**src/rtl/hsv_pkg.sv**
```systemverilog
// Shared types and constants for the sequential RGB->HSV converter.
// The FSM states, hue sectors and divider cycle count all live here.
package hsv_pkg;

    typedef enum logic [1:0] {IDLE, CALC, DIV, DONE} state_t;
    typedef enum logic [1:0] {SEC_R, SEC_G, SEC_B} sector_t;

    localparam int unsigned HUE_SEC  = 60;
    localparam int unsigned OFF_G    = 120;
    localparam int unsigned OFF_B    = 240;
    localparam int unsigned HUE_WRAP = 360;

    // Each quotient needs at least 6 bits (hue quotient <= 60) and S_W bits for saturation.
    function automatic int unsigned div_cycles(input int unsigned s_w);
        return (s_w > 6) ? s_w : 6;
    endfunction

    function automatic int unsigned sector_offset(input sector_t sec);
        case (sec)
            SEC_G:   return OFF_G;
            SEC_B:   return OFF_B;
            default: return 0;
        endcase
    endfunction

endpackage

```
**src/rtl/seq_divider.sv**
```systemverilog
// Restoring divider producing one quotient bit per cycle, MSB first.
// Requires num < (den << Q_W); the first bit is resolved on the start edge.
module seq_divider #(
    parameter int unsigned NUM_W = 16,
    parameter int unsigned DEN_W = 8,
    parameter int unsigned Q_W   = 8
) (
    input  logic             clk,
    input  logic             rst,
    input  logic             start,
    input  logic [NUM_W-1:0] num,
    input  logic [DEN_W-1:0] den,
    output logic             done,
    output logic [Q_W-1:0]   quo
);
    localparam int unsigned CW    = NUM_W + DEN_W + Q_W;
    localparam int unsigned CNT_W = $clog2(Q_W + 1);

    logic [NUM_W-1:0] rem_q, rem_d, step_rem, diff;
    logic [CW-1:0]    dvs_q, dvs_d, step_dvs;
    logic [Q_W-1:0]   quo_q, quo_d;
    logic [CNT_W-1:0] cnt_q, cnt_d;
    logic             run_q, run_d, done_q, done_d, step_bit;

    always_comb begin
        step_rem = start ? num : rem_q;
        step_dvs = start ? (CW'(den) << (Q_W - 1)) : dvs_q;
        step_bit = (CW'(step_rem) >= step_dvs);
        // When the bit is set the shifted divisor fits in NUM_W bits.
        diff     = step_rem - step_dvs[NUM_W-1:0];
        rem_d    = rem_q;
        dvs_d    = dvs_q;
        quo_d    = quo_q;
        cnt_d    = cnt_q;
        run_d    = run_q;
        done_d   = 1'b0;
        if (start) begin
            rem_d  = step_bit ? diff : step_rem;
            dvs_d  = step_dvs >> 1;
            quo_d  = {{(Q_W-1){1'b0}}, step_bit};
            cnt_d  = CNT_W'(Q_W - 1);
            run_d  = (Q_W > 1);
            done_d = (Q_W == 1);
        end else if (run_q) begin
            rem_d = step_bit ? diff : step_rem;
            dvs_d = step_dvs >> 1;
            quo_d = {quo_q[Q_W-2:0], step_bit};
            cnt_d = cnt_q - CNT_W'(1);
            if (cnt_q == CNT_W'(1)) begin
                run_d  = 1'b0;
                done_d = 1'b1;
            end
        end
    end

    always_ff @(posedge clk) begin
        if (rst) begin
            rem_q  <= '0;
            dvs_q  <= '0;
            quo_q  <= '0;
            cnt_q  <= '0;
            run_q  <= 1'b0;
            done_q <= 1'b0;
        end else begin
            rem_q  <= rem_d;
            dvs_q  <= dvs_d;
            quo_q  <= quo_d;
            cnt_q  <= cnt_d;
            run_q  <= run_d;
            done_q <= done_d;
        end
    end

    assign done = done_q;
    assign quo  = quo_q;

endmodule

```
**src/rtl/rgb2hsv_seq.sv**
```systemverilog
// Handshaked RGB->HSV converter: one pixel per IDLE->CALC->[DIV]->DONE pass,
// with hue and saturation quotients from two divider instances started together.
module rgb2hsv_seq
    import hsv_pkg::*;
#(
    parameter int unsigned PIX_W = 8,
    parameter int unsigned S_W   = 8,
    parameter int unsigned H_W   = 9
) (
    input  logic             clk,
    input  logic             rst,
    input  logic             in_valid,
    output logic             in_ready,
    input  logic [PIX_W-1:0] in_r,
    input  logic [PIX_W-1:0] in_g,
    input  logic [PIX_W-1:0] in_b,
    output logic             out_valid,
    input  logic             out_ready,
    output logic [H_W-1:0]   out_h,
    output logic [S_W-1:0]   out_s,
    output logic [PIX_W-1:0] out_v,
    output logic             busy
);
    localparam int unsigned DIV_CYC = div_cycles(S_W);
    localparam int unsigned NUM_W   = PIX_W + DIV_CYC;
    localparam int unsigned S_MAX   = (1 << S_W) - 1;

    state_t           state_q, state_d;
    sector_t          sec_q, sec_d, sec;
    logic [PIX_W-1:0] r_q, r_d, g_q, g_d, b_q, b_d, v_q, v_d;
    logic [H_W-1:0]   h_q, h_d;
    logic [S_W-1:0]   s_q, s_d;
    logic             neg_q, neg_d, neg, out_valid_q, out_valid_d;
    logic [PIX_W-1:0] cmax, cmin, delta, mag;
    logic [NUM_W-1:0] hue_num, sat_num;
    logic [DIV_CYC-1:0] hue_quo, sat_quo;
    logic             start, hue_done, sat_done;
    logic [H_W:0]     hq_ext, off_ext, h_calc;

    always_comb begin
        if (r_q >= g_q && r_q >= b_q) begin
            cmax = r_q; sec = SEC_R; neg = (g_q < b_q);
            mag  = neg ? b_q - g_q : g_q - b_q;
        end else if (g_q >= b_q) begin
            cmax = g_q; sec = SEC_G; neg = (b_q < r_q);
            mag  = neg ? r_q - b_q : b_q - r_q;
        end else begin
            cmax = b_q; sec = SEC_B; neg = (r_q < g_q);
            mag  = neg ? g_q - r_q : r_q - g_q;
        end
        cmin    = (r_q <= g_q && r_q <= b_q) ? r_q : ((g_q <= b_q) ? g_q : b_q);
        delta   = cmax - cmin;
        hue_num = NUM_W'(HUE_SEC) * NUM_W'(mag);
        sat_num = NUM_W'(delta) * NUM_W'(S_MAX);

        // Negative numerator only wraps below zero in the red sector.
        hq_ext  = (H_W+1)'(hue_quo);
        off_ext = (H_W+1)'(sector_offset(sec_q));
        if (!neg_q)
            h_calc = off_ext + hq_ext;
        else if (hq_ext > off_ext)
            h_calc = off_ext + (H_W+1)'(HUE_WRAP) - hq_ext;
        else
            h_calc = off_ext - hq_ext;
    end

    always_comb begin
        state_d     = state_q;
        r_d = r_q; g_d = g_q; b_d = b_q;
        v_d = v_q; h_d = h_q; s_d = s_q;
        sec_d       = sec_q;
        neg_d       = neg_q;
        out_valid_d = out_valid_q;
        start       = 1'b0;
        case (state_q)
            IDLE: if (in_valid) begin
                r_d = in_r; g_d = in_g; b_d = in_b;
                state_d = CALC;
            end
            CALC: begin
                v_d   = cmax;
                sec_d = sec;
                neg_d = neg;
                if (delta == '0) begin
                    h_d = '0; s_d = '0;
                    out_valid_d = 1'b1;
                    state_d = DONE;
                end else begin
                    start   = 1'b1;
                    state_d = DIV;
                end
            end
            DIV: if (hue_done && sat_done) begin
                h_d = h_calc[H_W-1:0];
                s_d = sat_quo[S_W-1:0];
                out_valid_d = 1'b1;
                state_d = DONE;
            end
            DONE: if (out_ready) begin
                out_valid_d = 1'b0;
                state_d = IDLE;
            end
            default: state_d = IDLE;
        endcase
    end

    seq_divider #(.NUM_W(NUM_W), .DEN_W(PIX_W), .Q_W(DIV_CYC)) u_hue_div (
        .clk(clk), .rst(rst), .start(start), .num(hue_num), .den(delta),
        .done(hue_done), .quo(hue_quo)
    );

    seq_divider #(.NUM_W(NUM_W), .DEN_W(PIX_W), .Q_W(DIV_CYC)) u_sat_div (
        .clk(clk), .rst(rst), .start(start), .num(sat_num), .den(cmax),
        .done(sat_done), .quo(sat_quo)
    );

    always_ff @(posedge clk) begin
        if (rst) begin
            state_q     <= IDLE;
            r_q <= '0; g_q <= '0; b_q <= '0;
            v_q <= '0; h_q <= '0; s_q <= '0;
            sec_q       <= SEC_R;
            neg_q       <= 1'b0;
            out_valid_q <= 1'b0;
        end else begin
            state_q     <= state_d;
            r_q <= r_d; g_q <= g_d; b_q <= b_d;
            v_q <= v_d; h_q <= h_d; s_q <= s_d;
            sec_q       <= sec_d;
            neg_q       <= neg_d;
            out_valid_q <= out_valid_d;
        end
    end

    assign in_ready  = (state_q == IDLE) && !rst;
    assign busy      = (state_q != IDLE);
    assign out_valid = out_valid_q;
    assign out_h     = h_q;
    assign out_s     = s_q;
    assign out_v     = v_q;

endmodule

```
**config.mk**
```make
export PLATFORM = sky130hd
export DESIGN_NAME = rgb2hsv_seq
export DESIGN_NICKNAME = d
export VERILOG_FILES = /design/src/rtl/hsv_pkg.sv /design/src/rtl/seq_divider.sv /design/src/rtl/rgb2hsv_seq.sv
export SDC_FILE = /design/constraint.sdc
export NUM_CORES = 1
export LEC_CHECK = 0
export BUFFER_PORTS_ARGS = -buffer_cell sky130_fd_sc_hd__buf_2
export CAP_MARGIN = 10
export CORE_MARGIN = 5
export CORE_UTILIZATION = 60
export CTS_BUF_LIST = sky130_fd_sc_hd__clkbuf_8
export DETAILED_ROUTE_END_ITERATION = 16
export PLACE_DENSITY = 0.88
export SETUP_SLACK_MARGIN = 0.1
export SYNTH_ARGS = -nofsm -noshare
export SYNTH_HDL_FRONTEND = slang
export SYNTH_HIERARCHICAL = 1
export SYNTH_SLANG_ARGS = --single-unit
export TNS_END_PERCENT = 50
```
**constraint.sdc**
```tcl
create_clock -name clk -period 22.6 [get_ports clk]
set_input_delay 3.39 -clock clk [delete_from_list [all_inputs] [get_ports clk]]
set_output_delay 3.39 -clock clk [all_outputs]
set_load 0.03 [all_outputs]
```
==> metrics <==
Synth Instances=1715; port bufs=55; via count=between 10000 and 15000; PostCTS Resize Cnt=0; Hold Fails Final Rpt=0; Hold-fix buffers, CTS=0; final wirelength=approximately 37000 um; Worst Path Required=roughly 23000 ps; post-synthesis async set-or-reset flop share=0%; Crit path max-delay family=adder cells; area of the die=about 0.027 mm2; Longest Clk Path Bufs=2; Fill cells=about 2000; GPL Wtd Cong=slightly below 1; Max-Cap Viols=0; postcts setup bufs=0; TritonCTS buffer count=17; vias per cell=between 6 and 7; First DRT Iteration DRCs=1011; Setup TNS=0 ps; HP Class=flop to flop; P&R area growth vs syn=6.24%; Worst Path Buf+Inv=7; root buffer selected by CTS=clkbuf_8; Slowest-stage cell, CP=xnor2_1; area of the multi-input gates=0.0103 mm2; Clock Latency Late Sink=480 ps; Die Y=~160 um; startpoint types=flop; register area share after synthesis=20.3%; Mapped Area=between 0.01 and 0.015 mm2; I/O pins=56; TritonCTS clock tree=yes; slew margin rel.=around 22%; row cnt=56; Top FF cell, synth=dfxtp_1; Worst path most repeated cell=inv_1; clk_skew=19.4 ps; die boundary width=between 150 and 200 um; Total GRT Usage=about 28%; final-stage net count=a little under 2000; Yosys Warn Count=6; total gr overflow=0; post-DR wirelength/cell=between 15 and 20 um; Hold Startpoint=u_sat_div/rem_q[15]; final worst-path cycle share=47.7%; DR pass1 iterations=6; hpwl dp=~28000 um; number of antenna cells inserted=0; initial core utilization=approximately 60%; critical path peak fanout=27; CP startpoint=g_q[3]; post-synthesis cell type count=approximately 100; WP data arrival=~11000 ps; Max stage delay on crit path=just over 800 ps; Avg Synthesized Cell Area=~8 um2; RSZ-0062 raised after global routing=false; R2R Path Start=g_q[3]; largest net degree at the start of global routing=67; status=complete, no violations; fraction of layout cells with a size suffix above 1=9.74%; # clock sinks=between 100 and 150; Slew Viols, Final=0; Crit. End Element=flop; Seq cells post-synth=around 140; Final setup viols=0; Post-synth EDFFs=0; Final Critical Period=~11000 ps; clock slew at reported path FFs=roughly 90 ps; Core Area=0.0233 mm2; drt drc=0; number of global-route vias before repair=approximately 12000; worst setup path class=flop to flop; Register Area=about 0.0029 mm2; antenna violations before repair=0; DRT antenna net count=0; f_max=around 90 MHz; first-pass GRT wire length=approximately 60000 um; H-Tree Depth=4; Worst Tran Pin Value=1170 ps
[cell usage after synthesis (8+ instances only)]
master    count  area share, %
a211oi_1     31            1.6
a21o_1       22            1.2
a21oi_1     133            4.7
a31oi_1      17           0.75
and2_1        8           0.35
and3_1        9           0.40
and4_1        9           0.56
buf_1         9           0.24
buf_2        16           0.57
clkbuf_1     53            1.4
dfxtp_1     143             20
fa_1         45            6.4
ha_1        174             15
inv_1       168            4.5
mux2_2       28            2.2
mux2i_1      96            6.8
nand2_1     138            3.7
nand2b_1     11           0.49
nand3_1      25           0.89
nand4_1      30            1.3
nor2_1      146            3.9
nor2b_1      27            1.2
nor3_1       16           0.57
nor3b_1       8           0.43
o211ai_1     18           0.96
o21a_1       17           0.90
o21ai_0      64            2.3
o21ai_1      23           0.82
o21bai_1      8           0.43
xnor2_1      61            3.8
xor2_1       20            1.2
[state kept, by name, summed over array words and instances, names as in the netlist, 2 cells and up]
| name | cells |
|---|---|
| state_q | 2 |
| g_q | 8 |
| r_q | 8 |
| b_q | 8 |
| u_sat_div/cnt_q | 4 |
| out_s | 8 |
| out_v | 8 |
| u_hue_div/dvs_q | 14 |
| u_sat_div/quo | 8 |
| u_hue_div/cnt_q | 4 |
| sec_q | 2 |
| out_h | 9 |
| u_sat_div/rem_q | 16 |
| u_hue_div/rem_q | 16 |
| u_sat_div/dvs_q | 14 |
| u_hue_div/quo | 8 |
[metal layers]
layer  wire [um]  up-vias  global-route usage [%]
li1            -     6046                       -
met1       16300     6040                    35.8
met2       17700      382                    47.4
met3        1900       91                    3.86
met4        1390        0                    11.6
met5           0        -                       0
[cell type report]
class	instances	area share (%)
Clock buffer	19	1.74
Clock inverter	13	1.17
Inverter	170	4.27
Multi-Input combinational cell	1324	68.6
Sequential cell	143	19.1
Tap cell	319	2.66
Timing Repair Buffer	67	2.45
[cell usage in the layout, fill, tap and decap left out, types with 8 or more instances in the layout]
| master | Yosys | final |
|---|---|---|
| ha_1 | 174 | 174 |
| inv_1 | 168 | 168 |
| nor2_1 | 146 | 146 |
| dfxtp_1 | 143 | 143 |
| nand2_1 | 138 | 138 |
| a21oi_1 | 133 | 133 |
| mux2i_1 | 96 | 96 |
| o21ai_0 | 64 | 64 |
| xnor2_1 | 61 | 61 |
| buf_2 | 16 | 54 |
| fa_1 | 45 | 45 |
| a211oi_1 | 31 | 31 |
| nand4_1 | 30 | 30 |
| mux2_2 | 28 | 28 |
| nor2b_1 | 27 | 27 |
| nand3_1 | 25 | 25 |
| o21ai_1 | 23 | 23 |
| a21o_1 | 22 | 22 |
| xor2_1 | 20 | 20 |
| clkbuf_8 | 0 | 19 |
| o211ai_1 | 18 | 18 |
| a31oi_1 | 17 | 17 |
| o21a_1 | 17 | 17 |
| nor3_1 | 16 | 16 |
| buf_4 | 1 | 13 |
| nand2b_1 | 11 | 11 |
| and3_1 | 9 | 9 |
| and4_1 | 9 | 9 |
| o21bai_1 | 8 | 8 |
| and2_1 | 8 | 8 |
| nor3b_1 | 8 | 8 |
[worst paths after layout]
check	to	slack, ps	cells past startpoint
setup / recovery	u_sat_div/rem_q[9]	11820	41
hold / removal	u_sat_div/rem_q[15]	460	2
setup reg to reg	u_sat_div/rem_q[9]	11820	41
hold reg to reg	u_sat_div/rem_q[15]	460	2
[worst register-to-register path: cells and delay by family, from the launching register on]
| family | cells | cell delay [ps] |
|---|---|---|
| adder cells (fa/ha/maj) | 9 | 3610 |
| flip-flops | 1 | 510 |
| AO/OA/AOI/OAI | 10 | 2800 |
| buffers and inverters | 7 | 810 |
| AND/OR/NAND/NOR | 9 | 1200 |
| XOR/XNOR | 4 | 1350 |
| multiplexers | 2 | 410 |
[logic make-up (layout without fill, tap and decap cells)]
logic type | after synthesis | in the layout | share of synthesized area (%)
adder cells (fa/ha/maj) | 220 | 220 | 21.9
buffers and inverters | 251 | 269 | 6.95
AND/OR/NAND/NOR | 464 | 464 | 15.9
XOR/XNOR | 83 | 83 | 5.31
other | 1 | 4 | 0.0266
flip-flops | 143 | 143 | 20.3
AO/OA/AOI/OAI | 426 | 426 | 20.2
multiplexers | 127 | 127 | 9.37
[stage by stage]
step / setup slack, ps / util, % / hold WS [ps] / cells / area (um2)
after floorplan: 13020 / - / 429 / 1718 / 14100
after global placement: 12260 / 62.4 / 439 / 2023 / 14600
after detailed placement: 11970 / 62.4 / 448 / 2023 / 14600
after CTS: 11920 / 64.2 / 462 / 2055 / 15000
after global routing: 11030 / 64.2 / 489 / 2055 / 15000
final: 11820 / 64.2 / 459 / 2055 / 15000
Power is not shown: default switching activity piles up to over one toggle a cycle in this logic, so the estimate is an artifact.
